$ cat config.mk
export PLATFORM = sky130hd
export DESIGN_NAME = i2c_reg_seq
export DESIGN_NICKNAME = d
export VERILOG_FILES = /design/src/rtl/i2c_reg_seq.sv
export SDC_FILE = /design/constraint.sdc
export NUM_CORES = 1
export LEC_CHECK = 0
export ABC_AREA = 1
export CORE_ASPECT_RATIO = 1.4
export CORE_MARGIN = 8
export CORE_UTILIZATION = 57
export CTS_CLUSTER_SIZE = 25
export DETAILED_ROUTE_END_ITERATION = 12
export PLACE_DENSITY_LB_ADDON = 0.2
export SLEW_MARGIN = 10
export SYNTH_ARGS = -nofsm -noshare
export SYNTH_HDL_FRONTEND = slang
export SYNTH_SLANG_ARGS = --single-unit
export TNS_END_PERCENT = 50
$ cat constraint.sdc
create_clock -name clk -period 3.7 [get_ports clk]
set_input_delay 0.555 -clock clk [delete_from_list [all_inputs] [get_ports clk]]
set_output_delay 0.555 -clock clk [all_outputs]
set_load 0.1 [all_outputs]
$ cat src/rtl/i2c_reg_seq.sv
// i2c_reg_seq: turns one register command into a full I2C bus transaction
// on the byte-level master engine (write: dev/reg/data, read: dev/reg/rs/dev/data).
module i2c_reg_seq #(
  parameter int CLK_FREQ    = 50_000_000,
  parameter int I2C_FREQ    = 100_000,
  parameter int GUARD_CYC   = 2*CLK_FREQ/I2C_FREQ,
  parameter int TIMEOUT_CYC = 16*CLK_FREQ/I2C_FREQ
) (
  input  logic       clk,
  input  logic       rst,
  input  logic       cmd_valid,
  output logic       cmd_ready,
  input  logic       cmd_rw,
  input  logic [6:0] cmd_dev,
  input  logic [7:0] cmd_reg,
  input  logic [7:0] cmd_wdata,
  output logic       rsp_valid,
  output logic [1:0] rsp_status,
  output logic [7:0] rsp_rdata,
  output logic       i2c_start,
  output logic       i2c_stop,
  output logic [7:0] i2c_wr_data,
  input  logic [1:0] i2c_ack,
  input  logic       i2c_rd_tick,
  input  logic [7:0] i2c_rd_data
);

  localparam int CW = $clog2(TIMEOUT_CYC + GUARD_CYC + 1);

  typedef enum logic [2:0] {
    IDLE, DEV, REG, DATA, RADDR, RDATA, GUARD
  } state_t;

  state_t      state_q, state_d;
  logic [CW-1:0] cnt_q, cnt_d;
  logic        ready_q, ready_d;
  logic        rv_q, rv_d;
  logic [1:0]  st_q, st_d;
  logic [7:0]  rdata_q, rdata_d;
  logic        start_q, start_d;
  logic        stopr_q, stopr_d;
  logic [7:0]  wr_q, wr_d;
  logic        rw_q, rw_d;
  logic [6:0]  dev_q, dev_d;
  logic [7:0]  reg_q, reg_d;
  logic [7:0]  wd_q, wd_d;
  logic        evt, tmo;

  assign evt = i2c_ack[1] | i2c_rd_tick;
  assign tmo = (cnt_q == CW'(TIMEOUT_CYC - 1));

  always_comb begin
    state_d = state_q;
    cnt_d   = cnt_q;
    ready_d = ready_q;
    rv_d    = 1'b0;
    st_d    = st_q;
    rdata_d = rdata_q;
    start_d = 1'b0;
    stopr_d = stopr_q;
    wr_d    = wr_q;
    rw_d    = rw_q;
    dev_d   = dev_q;
    reg_d   = reg_q;
    wd_d    = wd_q;
    if (state_q != IDLE && state_q != GUARD)
      cnt_d = evt ? '0 : cnt_q + CW'(1);
    unique case (state_q)
      IDLE: begin
        ready_d = 1'b1;
        if (cmd_valid && ready_q) begin
          ready_d = 1'b0;
          rw_d    = cmd_rw;
          dev_d   = cmd_dev;
          reg_d   = cmd_reg;
          wd_d    = cmd_wdata;
          st_d    = 2'b00;
          wr_d    = {cmd_dev, 1'b0};
          start_d = 1'b1;
          cnt_d   = '0;
          state_d = DEV;
        end
      end
      DEV: begin
        if (i2c_ack[1]) begin
          if (!i2c_ack[0]) begin
            st_d    = 2'b01;
            state_d = GUARD;
          end else begin
            wr_d    = reg_q;
            state_d = REG;
          end
        end else if (tmo) begin
          st_d    = 2'b11;
          stopr_d = 1'b1;
          state_d = GUARD;
        end
      end
      REG: begin
        if (i2c_ack[1]) begin
          if (!i2c_ack[0]) begin
            st_d    = 2'b10;
            state_d = GUARD;
          end else if (rw_q) begin
            start_d = 1'b1;
            wr_d    = {dev_q, 1'b1};
            state_d = RADDR;
          end else begin
            wr_d    = wd_q;
            state_d = DATA;
          end
        end else if (tmo) begin
          st_d    = 2'b11;
          stopr_d = 1'b1;
          state_d = GUARD;
        end
      end
      DATA: begin
        if (i2c_ack[1]) begin
          stopr_d = 1'b1;
          st_d    = i2c_ack[0] ? 2'b00 : 2'b10;
          state_d = GUARD;
        end else if (tmo) begin
          st_d    = 2'b11;
          stopr_d = 1'b1;
          state_d = GUARD;
        end
      end
      RADDR: begin
        start_d = 1'b1;
        if (i2c_ack[1]) begin
          start_d = 1'b0;
          if (!i2c_ack[0]) begin
            st_d    = 2'b01;
            state_d = GUARD;
          end else begin
            // stop held high before the byte so the engine reads just one
            stopr_d = 1'b1;
            state_d = RDATA;
          end
        end else if (tmo) begin
          start_d = 1'b0;
          st_d    = 2'b11;
          stopr_d = 1'b1;
          state_d = GUARD;
        end
      end
      RDATA: begin
        if (i2c_rd_tick) begin
          rdata_d = i2c_rd_data;
          st_d    = 2'b00;
          state_d = GUARD;
        end else if (tmo) begin
          st_d    = 2'b11;
          stopr_d = 1'b1;
          state_d = GUARD;
        end
      end
      GUARD: begin
        cnt_d = cnt_q + CW'(1);
        if (cnt_q == CW'(GUARD_CYC - 1)) begin
          rv_d    = 1'b1;
          stopr_d = 1'b0;
          cnt_d   = '0;
          state_d = IDLE;
        end
      end
      default: state_d = IDLE;
    endcase
    if (state_d == GUARD && state_q != GUARD)
      cnt_d = '0;
  end

  always_ff @(posedge clk or posedge rst) begin
    if (rst) begin
      state_q <= IDLE;
      cnt_q   <= '0;
      ready_q <= 1'b1;
      rv_q    <= 1'b0;
      st_q    <= 2'b00;
      rdata_q <= 8'h00;
      start_q <= 1'b0;
      stopr_q <= 1'b0;
      wr_q    <= 8'h00;
      rw_q    <= 1'b0;
      dev_q   <= 7'h00;
      reg_q   <= 8'h00;
      wd_q    <= 8'h00;
    end else begin
      state_q <= state_d;
      cnt_q   <= cnt_d;
      ready_q <= ready_d;
      rv_q    <= rv_d;
      st_q    <= st_d;
      rdata_q <= rdata_d;
      start_q <= start_d;
      stopr_q <= stopr_d;
      wr_q    <= wr_d;
      rw_q    <= rw_d;
      dev_q   <= dev_d;
      reg_q   <= reg_d;
      wd_q    <= wd_d;
    end
  end

  // NACK term is combinational so the engine sees stop on the ack tick itself
  assign i2c_stop    = stopr_q | (i2c_ack[1] & ~i2c_ack[0]);
  assign cmd_ready   = ready_q;
  assign rsp_valid   = rv_q;
  assign rsp_status  = st_q;
  assign rsp_rdata   = rdata_q;
  assign i2c_start   = start_q;
  assign i2c_wr_data = wr_q;

endmodule

==> results.txt, run 1 <==
Minimum clock period: 2580 ps
Core area: 5740 µm²
CTS tree: built
Slowest cell on the critical path: clkdlybuf4s50_1
Crit-path cells: clkdlybuf4s50_1
Initial core utilization: 0.581
Initial DRT Pass Iterations: 5
Reg2reg end: i2c_wr_data[4]
CP Launch Type: flop
Final setup violation count: 0
Critical Path AT: 2030 ps
Worst hold slack: 489 ps
Yosys reg bits: 63
DRT Wirelength: 8.06 mm
Total Routing Usage GR: 0.201
Die Y: 106 µm
Vias in the first global route: 2943
Top cell type by total area after synthesis: dfrtp_1
Antenna-violating nets left: 0
Layout cell share with drive strength beyond 1: 0.0988
Slew of the pin with the lowest slew margin: 987 ps
Largest net degree at the start of global routing: 45
Post-CTS Setup Inserts: 0
Max-slew headroom: 0.340
Post_cts resized: 0
R2r startpoint: state_q[2]
Reg clk slew, reported paths: 70 ps
Worst skew pair latency: 360 ps
Final net count: 530
Maximum root-to-sink buffer count: 2
Crit path max-delay family: buffers and inverters
Unrepaired setup endpoints after global routing: no
RD Place Congestion: 0.922
Overflow after GRT: 0
Pleak: 2.04 nW
Final WS setup: 1120 ps
Sink Count: 63
Die ar.: 8590 µm²
Crit Path Class: reg2out
R2r setup slk: 1560 ps
DR vias: 2985
Synth Cell Area: 3330 µm²
DR WL/cell: 14.2 µm
Worst-case vdd ir drop: 0.000670 V
Power, Total: 0.00369 W
Initial antenna violation count: 0
TritonCTS buffer count: 9
Hold Path Origin: dev_q[3]
Util after Layout: 0.727
Most common cell after layout, fill and taps aside: nand2_1
Estimated wirelength of the detail-placed design: 5.92 mm
First-pass GRT wire length: 13.6 mm
# diodes: 0
Hold bufs inserted after CTS: 0
Hold Crit Endpoint: dev_q[3]
YS warnings: 0
Worst R2R Path Depth: 5
Status: finished, final reports clean
Final Max Tran Viols: 0
WP buf/inv: 1
Path type of the worst min-delay path: reg2reg
Area contributors post-synth: dfrtp_1, nand2_1, inv_1
Max FO, Critical Path: 3
DR iter-0 viols: 208
Synthesized area per cell: 7.77 µm²
Number of max-cap violations: 0
Pwr/cell area: 885 nW/µm²
Synthesized Nets: 468
Register area share after synthesis: 0.473
Netlist cell types: 34
Die width: 80.6 µm
Worst path required time: 3140 ps
Critical Path Sink Type: output pin
Final hold viol count: 0
Most frequent cells in the layout: nand2_1, inv_1, dfrtp_1, clkdlybuf4s50_1, o21ai_0
Cell row count: 33
# H-tree levels: 3
Post-synth top area share: 0.465
Root cell of the clock tree: clkbuf_8
Worst hold stages: 2
Critical Path Max Stage Delay: 1130 ps
Clock Skews: 7.61 ps
Max Freq: 387 MHz
IO buf count: 59
DRC viols: 0
Final period util: 0.698
Worst slack at placement: 1280 ps
Vias/cell: 5.27
Fin Setup TNS: 0 ps
IO Pins: 60
Area Overhead vs Synth: 25.2%
Synth Instances: 429
==> power by group <==
part / switching (W) / internal [W]
Sequential: 0.000149 / 0.000952
Clock: 0.000278 / 0.000325
Combinational: 0.00147 / 0.000514
Total: 0.00190 / 0.00179
==> cell usage after synthesis (all sizes together) <==
cell type,n
clkbuf,6
xor2,6
a211oi,1
nor2,22
mux2,8
dfrtp,62
or2,2
clkinv,1
o221ai,7
nor3,5
nand3,21
buf,5
xnor2,1
o211ai,2
o22ai,2
inv,76
dfstp,1
ha,1
nand2,122
nand4,3
o21ai,59
nor4,2
a22oi,2
a21oi,12
==> cells by family after synthesis <==
| kind of cell | Yosys count | synth area share |
|---|---|---|
| buffers and inverters | 88 | 0.104 |
| adder cells (fa/ha/maj) | 1 | 0.00375 |
| AO/OA/AOI/OAI | 85 | 0.145 |
| multiplexers | 8 | 0.0270 |
| AND/OR/NAND/NOR | 177 | 0.229 |
| flip-flops | 63 | 0.473 |
| XOR/XNOR | 7 | 0.0184 |
==> state kept, by name, indices dropped and copies added, names as in the netlist <==
signal / cells
rsp_status: 2
rw_q: 1
reg_q: 8
rsp_rdata: 8
stopr_q: 1
i2c_start: 1
state_q: 3
rsp_valid: 1
wd_q: 8
cmd_ready: 1
i2c_wr_data: 8
cnt_q: 14
dev_q: 7
==> final cells by class <==
type,instances,area (µm²)
Clock buffer,10,138
Clock inverter,6,60.1
Fill cell,466,1570
Inverter,77,289
Multi-Input combinational cell,278,1410
Sequential cell,63,1580
Tap cell,70,87.6
Timing Repair Buffer,62,611
==> per-layer routing <==
metal | part of all wire | wire length [µm] | vias to the layer above | GRT usage
li1 | - | - | 1490 | -
met1 | 0.39 | 3180 | 1386 | 0.224
met2 | 0.53 | 4250 | 92 | 0.347
met3 | 0.051 | 407 | 17 | 0.0355
met4 | 0.027 | 221 | 0 | 0.108
met5 | 0 | 0 | - | 0
==> stage by stage <==
stage,cells,cell area (µm²)
after global placement,550,3970
after detailed placement,550,3970
after floorplan,429,3330
after global routing,566,4170
after CTS,566,4170
final,566,4170
==> worst max path at each step <==
stage                           end  depth (start not counted)  startpoint  slack, ps
after global routing      cmd_ready                          1   cmd_ready       1100
after global placement     i2c_stop                          4  i2c_ack[1]       1280
after detailed placement   i2c_stop                          4  i2c_ack[1]       1280
after CTS                 cmd_ready                          1   cmd_ready       1100
after floorplan            i2c_stop                          2  i2c_ack[1]        390
final                     cmd_ready                          1   cmd_ready       1120
Note: power is estimated with default switching activity, not from simulation.
==> inputs of run 2 (changes only) <==
--- a/config.mk
+++ b/config.mk
@@ -8,7 +8,7 @@
 export ABC_AREA = 1
 export CORE_ASPECT_RATIO = 1.4
 export CORE_MARGIN = 8
-export CORE_UTILIZATION = 57
+export CORE_UTILIZATION = 53
 export CTS_CLUSTER_SIZE = 25
 export DETAILED_ROUTE_END_ITERATION = 12
 export PLACE_DENSITY_LB_ADDON = 0.2
==> constraint.sdc (replaced) <==
create_clock -name clk -period 2.5 [get_ports clk]
set_input_delay 0.375 -clock clk [delete_from_list [all_inputs] [get_ports clk]]
set_output_delay 0.375 -clock clk [all_outputs]
set_load 0.1 [all_outputs]
==> run 2 against run 1 <==
Compared with the run above:
- non-clock buffer count stayed put
- utilization is 5.3 points lower
- total power is 49% higher
- critical endpoint is now i2c_stop
- largest power group unchanged
- sequential cell count stayed put
- register-to-register slack worse by 1100 ps
- sequential share of layout area is 0.14 points higher
- clock power is 54% higher
- first-iteration DRC count is 1.4% higher
- worst hold slack worse by 160 ps
- combinational power is 47% higher
- worst setup slack worse by 720 ps
==> results.txt, run 2 (synthesis gave the netlist of run 1 again) <==
Status: finished, final reports clean
First-pass GRT wire length: 13.7 mm
# diodes: 0
Clock share of power: 0.169
Critical Path Sink Type: output pin
Multi-input logic area: 1410 µm²
Vias/cell: 5.26
DR WL/cell: 14.1 µm
Pwr/cell area: 1320 nW/µm²
Critical Path AT: 1730 ps
RD Place Congestion: 0.954
Minimum clock period: 2100 ps
Worst R2R Path Depth: 7
Fillers: 544
Util after Layout: 0.674
Final period util: 0.840
Final setup violation count: 0
Final Max Tran Viols: 0
R2r startpoint: state_q[0]
Worst path required time: 2120 ps
Number of max-cap violations: 0
R2r setup slk: 440 ps
Area post-placement: 3950 µm²
Comb pwr share: 0.533
Net Sw Power: 0.00285 W
Antenna-violating nets left: 0
Cell row count: 34
Maximum root-to-sink buffer count: 2
Worst skew pair latency: 360 ps
Path type of the worst min-delay path: in2async
# H-tree levels: 3
Die width: 83.0 µm
Hold bufs inserted after CTS: 0
Overflow after GRT: 0
Largest register FFs: 14
Final net count: 530
Fin Setup TNS: 0 ps
Total Routing Usage GR: 0.182
Initial core utilization: 0.540
Reg2reg end: i2c_wr_data[5]
Unrepaired setup endpoints after global routing: no
Flop pwr share: 0.298
Area Overhead vs Synth: 24.7%
Post-Layout Cell Count: 568
Fin area: 4160 µm²
Post-CTS Setup Inserts: 0
Final hold viol count: 0
Crit-path cells: clkdlybuf4s50_1, inv_1, o21ai_1, buf_12
Most frequent cells in the layout: nand2_1, inv_1, dfrtp_1, o21ai_0, clkdlybuf4s50_1
Worst hold slack: 325 ps
Reg area: 1580 µm²
Dpl cells: 552
Sw frac: 0.520
Post_cts resized: 0
DR vias: 2987
Core area: 6170 µm²
Initial DRT Pass Iterations: 5
IO buf count: 59
DRC viols: 0
Die ar.: 9120 µm²
Die Y: 110 µm
Vias in the first global route: 2889
Sink Count: 63
Max FO, Critical Path: 8
Initial antenna violation count: 0
Estimated wirelength of the detail-placed design: 5.87 mm
DR iter-0 viols: 211
TritonCTS buffer count: 9
IO Pins: 60
Worst-case vdd ir drop: 0.000745 V
Layout cell share with drive strength beyond 1: 0.141
Max Freq: 476 MHz
CTS tree: built
Register bank with the most flops: cnt_q
Slowest cell on the critical path: clkdlybuf4s50_1
CP Launch Type: input pin
Crit Path Class: in2out
Reg clk slew, reported paths: 80 ps
Critical Path Max Stage Delay: 650 ps
Most common cell after layout, fill and taps aside: nand2_1
Max-slew headroom: 0.580
Internal cell power: 0.00263 W
DRT Wirelength: 8.03 mm
Pleak: 2.07 nW
Clock Skews: 8.89 ps
Slew of the pin with the lowest slew margin: 628 ps
Root cell of the clock tree: clkbuf_8
Largest net degree at the start of global routing: 46
==> run 2: changes by cell type in the layout (fill, tap and decap cells not counted), sizes merged <==
cell | before | now
clkdlybuf4s50 | 58 | 37
clkinvlp | 2 | 3
buf | 4 | 25
clkinv | 4 | 3
==> run 2: through the flow <==
stage	total power, W	setup WS (ps)
after floorplan	0.00390	310
after global placement	0.00452	308
after detailed placement	0.00457	226
after CTS	0.00551	431
after global routing	0.00584	211
final	0.00549	399
==> run 2: power by group through the flow <==
| stage | clock network, W | registers (W) | logic (W) |
|---|---|---|---|
| floorplan | 0 | 0.00267 | 0.00123 |
| detailed placement | 0 | 0.00165 | 0.00292 |
| finish | 0.000928 | 0.00163 | 0.00293 |
| CTS | 0.000939 | 0.00163 | 0.00294 |
| global route | 0.000979 | 0.00168 | 0.00318 |
| global placement | 0 | 0.00163 | 0.00288 |
==> run 2: worst max-delay path by stage <==
stage          slack [ps]  cells after the start        endpoint  startpoint
2_1_floorplan         310                      2        i2c_stop  i2c_ack[1]
3_3_place_gp          310                      9  i2c_wr_data[6]   cmd_valid
3_5_place_dp          230                      9  i2c_wr_data[6]   cmd_valid
4_1_cts               430                      7  i2c_wr_data[5]  state_q[0]
5_1_grt               210                      7  i2c_wr_data[5]  state_q[0]
6_report              400                      4        i2c_stop  i2c_ack[1]
==> run 2: final cells by class <==
type	count	share of cell area
Clock buffer	10	0.0331
Clock inverter	6	0.0169
Inverter	77	0.0695
Multi-Input combinational cell	278	0.339
Sequential cell	63	0.380
Tap cell	72	0.0217
Timing Repair Buffer	62	0.140
==> run 2: per-layer routing <==
layer,GRT usage,vias up,share of wire
li1,-,1490,-
met1,0.213,1387,0.42
met2,0.305,93,0.50
met3,0.0638,17,0.062
met4,0.0642,0,0.018
met5,0,-,0
==> run 2: worst max-delay path: cells and delay by family <==
family	cells	cell delay (ps)
AO/OA/AOI/OAI	1	270
buffers and inverters	3	1070
